**src/rtl/window_3x3_feeder.sv**
```systemverilog
// 3x3 sliding-window feeder: keeps two image lines, hands each complete window to the neuron
// and holds the pixel stream off until the neuron reports completion.
module window_3x3_feeder #(
   parameter int IMG_W = 8,
   parameter int IMG_H = 8,
   parameter int PIX_W = 9
) (
   input  logic                  clk,
   input  logic                  rst,
   input  logic                  pix_valid,
   input  logic [PIX_W-1:0]      pix_data,
   output logic                  pix_ready,
   output logic [8:0][PIX_W-1:0] win_data,
   output logic                  start_,
   input  logic                  neur_end_,
   output logic                  frame_done
);

   localparam int CW = $clog2(IMG_W);
   localparam int RW = $clog2(IMG_H);

   typedef enum logic [1:0] {
      FILL      = 2'd0,
      ISSUE     = 2'd1,
      WAIT_DONE = 2'd2,
      FRAME_END = 2'd3
   } state_t;

   state_t           state;
   state_t           state_nxt;
   logic [CW-1:0]    col;
   logic [RW-1:0]    row;
   logic             run_q;
   logic             end_q;
   logic             last_q;
   logic             accept;
   logic             win_ok;
   logic             last_pix;
   logic             end_rise;
   logic [PIX_W-1:0] tap_top;
   logic [PIX_W-1:0] tap_mid;

   // line2 holds row-2, line1 holds row-1; prev_* hold columns col-2 ([0]) and col-1 ([1])
   logic [PIX_W-1:0] line1 [IMG_W];
   logic [PIX_W-1:0] line2 [IMG_W];
   logic [PIX_W-1:0] prev_top [2];
   logic [PIX_W-1:0] prev_mid [2];
   logic [PIX_W-1:0] prev_bot [2];

   assign tap_top  = line2[col];
   assign tap_mid  = line1[col];
   assign accept   = pix_valid && pix_ready;
   assign win_ok   = accept && (row >= RW'(2)) && (col >= CW'(2));
   assign last_pix = (row == RW'(IMG_H - 1)) && (col == CW'(IMG_W - 1));
   assign end_rise = neur_end_ && !end_q;

   // Pixel storage is never reset; stale contents are overwritten before any window uses them.
   always_ff @(posedge clk) begin
      if (accept) begin
         line2[col]  <= tap_mid;
         line1[col]  <= pix_data;
         prev_top[0] <= prev_top[1];
         prev_mid[0] <= prev_mid[1];
         prev_bot[0] <= prev_bot[1];
         prev_top[1] <= tap_top;
         prev_mid[1] <= tap_mid;
         prev_bot[1] <= pix_data;
      end
   end

   always_ff @(posedge clk or posedge rst) begin
      if (rst) begin
         state    <= FILL;
         col      <= '0;
         row      <= '0;
         run_q    <= 1'b0;
         end_q    <= 1'b0;
         last_q   <= 1'b0;
         win_data <= '0;
      end else begin
         state <= state_nxt;
         run_q <= 1'b1;
         end_q <= neur_end_;
         if (accept) begin
            if (col == CW'(IMG_W - 1)) begin
               col <= '0;
               row <= (row == RW'(IMG_H - 1)) ? '0 : row + RW'(1);
            end else begin
               col <= col + CW'(1);
            end
         end
         if (win_ok) begin
            win_data[0] <= prev_top[0];
            win_data[1] <= prev_top[1];
            win_data[2] <= tap_top;
            win_data[3] <= prev_mid[0];
            win_data[4] <= prev_mid[1];
            win_data[5] <= tap_mid;
            win_data[6] <= prev_bot[0];
            win_data[7] <= prev_bot[1];
            win_data[8] <= pix_data;
            last_q      <= last_pix;
         end
      end
   end

   always_comb begin
      state_nxt = state;
      case (state)
         FILL:      if (win_ok) state_nxt = ISSUE;
         ISSUE:     state_nxt = WAIT_DONE;
         WAIT_DONE: if (end_rise) state_nxt = last_q ? FRAME_END : FILL;
         FRAME_END: state_nxt = FILL;
         default:   state_nxt = FILL;
      endcase
   end

   // run_q keeps pix_ready low until the first edge after reset is released
   always_comb begin
      pix_ready  = 1'b0;
      start_     = 1'b0;
      frame_done = 1'b0;
      case (state)
         FILL:      pix_ready  = run_q;
         ISSUE:     start_     = 1'b1;
         FRAME_END: frame_done = 1'b1;
         default:   ;
      endcase
   end

endmodule
```
**config.mk**
```make
export PLATFORM = sky130hd
export DESIGN_NAME = window_3x3_feeder
export DESIGN_NICKNAME = d
export VERILOG_FILES = /design/src/rtl/window_3x3_feeder.sv
export SDC_FILE = /design/constraint.sdc
export NUM_CORES = 1
export LEC_CHECK = 0
export BUFFER_PORTS_ARGS = -buffer_cell sky130_fd_sc_hd__buf_4
export CORE_AREA = 8 8 158 160
export DETAILED_ROUTE_END_ITERATION = 16
export DIE_AREA = 0 0 166 168
export HOLD_SLACK_MARGIN = 0.06
export PLACE_DENSITY = 0.76
export SLEW_MARGIN = 30
export SYNTH_ARGS = -nofsm -noshare
export SYNTH_HDL_FRONTEND = slang
export SYNTH_SLANG_ARGS = --single-unit
```
**constraint.sdc**
```tcl
create_clock -name clk -period 4.2 [get_ports clk]
set_input_delay 0 -clock clk [delete_from_list [all_inputs] [get_ports clk]]
set_output_delay 0 -clock clk [all_outputs]
set_load 0.1 [all_outputs]
```
==> metrics.md <==
| Metric | Value |
|---|---|
| Outcome | `finished clean` |
| Clock Latency Late Sink | `530 ps` |
| Full die area | `27900 um2` |
| Maxcap violations | `0` |
| Crit. End Element | `flop` |
| Maximum clock path buffer count | `3` |
| DR vias/cell | `5.19` |
| Total clock sinks | `290` |
| # IOs | `97` |
| DRC viols | `0` |
| Period utilization | `0.640` |
| Ys Warns | `0` |
| GPL Wtd Cong | `0.729` |
| Num CTS Buffers | `29` |
| Kind of critical path | `reg2reg` |
| Storage cell area | `8250 um2` |
| Die width | `166 um` |
| RSZ-0062 raised after global routing | `false` |
| Final setup vio count | `0` |
| Count of cell types in the netlist | `26` |
| CP arrival | `3080 ps` |
| Power per cell area | `599 nW/um2` |
| Setup bufs post-CTS | `0` |
| Most frequent cells in the layout | `edfxtp_1 (198), buf_4 (105), mux2i_1 (91), dfrtp_1 (90), mux2_1 (50)` |
| Clk_skew | `18.2 ps` |
| Area growth, synth to finish | `19.3%` |
| Setup slack, reg-to-reg | `1510 ps` |
| Share of cells above drive strength 1 | `0.272` |
| Post-DRT Antenna Nets | `0` |
| Critical path launch point type | `flop` |
| Hold Slack | `102 ps` |
| Worst slew margin | `0.437` |
| CTS tree | `yes` |
| Rows | `55` |
| R2R cell count | `5` |
| Nets | `718` |
| # port buffers | `96` |
| Max Fclk | `372 MHz` |
| Mux share of post-synthesis cell area | `0.187` |
| First-pass GRT wire length | `31.8 mm` |
| HPWL after detailed placement | `12.2 mm` |
| Synth Net Count | `593` |
| Capturing point of the worst reg2reg path | `win_data[69]` |
| DRT iter0 DRCs | `350` |
| Setup_tns | `0 ps` |
| Root Driver | `clkbuf_16` |
| Largest family of logic cells by synthesized area | `multiplexers` |
| Reg clk slew, reported paths | `60 ps` |
| Commonest non-fill, non-tap cell in the layout | `edfxtp_1` |
| Sequential share of the synthesized area | `0.753` |
| WP data required | `4600 ps` |
| Count of final max-slew check failures | `0` |
| R2R Path Start | `col[1]` |
| Crit path max fanout | `59` |
| Post-cts sizing count | `0` |
| Final worst setup slack | `1510 ps` |
| Post-synthesis adder-cell area fraction | `0.00685` |
| CTS H-tree depth | `1` |
| Leakage | `5.30 nW` |
| GR Util All Layers | `0.142` |
| Initial antenna violation count | `0` |
| Die Ht | `168 um` |
| Initial Util | `0.490` |
| Final Hold Viols | `0` |
| Area of the multi-input gates | `2400 um2` |
| Pin slew with the least headroom to its limit | `845 ps` |
| Fill count | `1611` |
| Yosys reg bits | `290` |
| Routed vias | `5219` |
| Pre-antenna DRT Iters | `4` |
| Setup crit start | `col[1]` |
| Final wirelength | `19.7 mm` |
| Post-Synth XOR/XNOR Area | `0` |
| Synth Area in Simple Gates | `0.0147` |
| Drt wl/cell | `19.6 um` |
| Period minus WS final | `2690 ps` |
| Mean Syn Cell Area | `19.1 um2` |
| Peak supply drop | `0.000282 V` |
| Setup WS pre-CTS | `1530 ps` |
| Tot Pwr | `7.83 mW` |
| Mapped Area | `11000 um2` |
| Largest net degree at the start of global routing | `60` |
| Tightest Hold Check Type | `in2async` |
| N_diodes | `0` |
| Vias in the first global route | `5694` |
| Compound-Gate Fraction of Synth Area | `0.00423` |
| Cells after Synth | `574` |
| Core area | `22400 um2` |
| GRT overflow | `0` |
worst max-delay path, stage by stage (launching register included):
cell	delay, ps
dfrtp_2	840
ha_1	280
nor3_1	70
nor3_4	220
buf_4	650
mux2_1	400
logic make-up after synthesis:
logic type,count (synthesis)
flip-flops,290
multiplexers,174
buffers and inverters,67
AND/OR/NAND/NOR,29
AO/OA/AOI/OAI,7
adder cells (fa/ha/maj),6
other,1
worst max path at each step:
stage	to	slack [ps]	depth (start not counted)
after floorplan	line1[0][0]	330	4
after detailed placement	win_data[17]	1530	5
final	win_data[69]	1510	5
after global placement	win_data[54]	1620	5
after CTS	win_data[54]	1520	5
after global routing	win_data[69]	1370	5
power by group:
part	total, mW	switching, mW	internal (mW)
registers	3.67	0.183	3.49
clock network	2.65	1.03	1.63
logic	1.50	0.962	0.541
cell usage after synthesis:
library cell  number  area share
o31ai_1            1     0.00069
nor3_2             1     0.00091
and2_1             1     0.00057
buf_4              7      0.0048
o21ba_2            1     0.00091
nor3b_1            1     0.00069
edfxtp_1         198        0.54
o21ai_0            4      0.0018
inv_1             44       0.015
conb_1             1     0.00034
mux2_2            15       0.015
ha_1               6      0.0069
dfrtp_1           92        0.21
o311ai_0           1     0.00080
and4b_1            1     0.00091
mux2_1            50       0.051
nor2_1             8      0.0027
buf_6              9      0.0092
nand2_1           10      0.0034
nor3_1             4      0.0018
mux2i_1           91       0.083
mux4_2            18       0.037
buf_2              5      0.0023
buf_8              2      0.0027
nand4bb_4          1      0.0025
nand2b_1           2      0.0011
area by class of cell:
| type | instances | share of cell area |
|---|---|---|
| timing repair buffer | 117 | 0.0695 |
| clock inverter | 21 | 0.0195 |
| clock buffer | 32 | 0.0564 |
| tap | 285 | 0.0273 |
| inverter | 44 | 0.0128 |
| multi-input combinational | 217 | 0.183 |
| sequential | 290 | 0.631 |
metal layers:
metal | share of wire | GRT usage | vias up
li1 | - | - | 2386
met5 | 0 | 0 | -
met3 | 0.055 | 0.0316 | 27
met4 | 0.018 | 0.0356 | 0
met2 | 0.50 | 0.245 | 130
met1 | 0.43 | 0.180 | 2676
registers in the layout, summed over array words and instances, names as in the netlist:
name / cells
row: 3
prev_top: 18
state: 2
line2: 72
last_q: 1
prev_mid: 18
prev_bot: 18
line1: 72
end_q: 1
win_data: 81
run_q: 1
col: 3
per-stage QoR:
| stage | cells | cell area (um2) | utilization |
|---|---|---|---|
| finish | 1006 | 13100 | 0.584 |
| global route | 1006 | 13100 | 0.584 |
| CTS | 1006 | 13100 | 0.584 |
| detailed placement | 941 | 12000 | 0.535 |
| global placement | 941 | 11900 | 0.533 |
| floorplan | 574 | 11000 | - |
timing repair:
action | CTS | global route
endpoints found under the hold margin | 139 | 0
endpoints found under the setup margin | 0 | 0
hold buffers | 12 | 0
No activity file was read; power rests on OpenSTA's default activity.
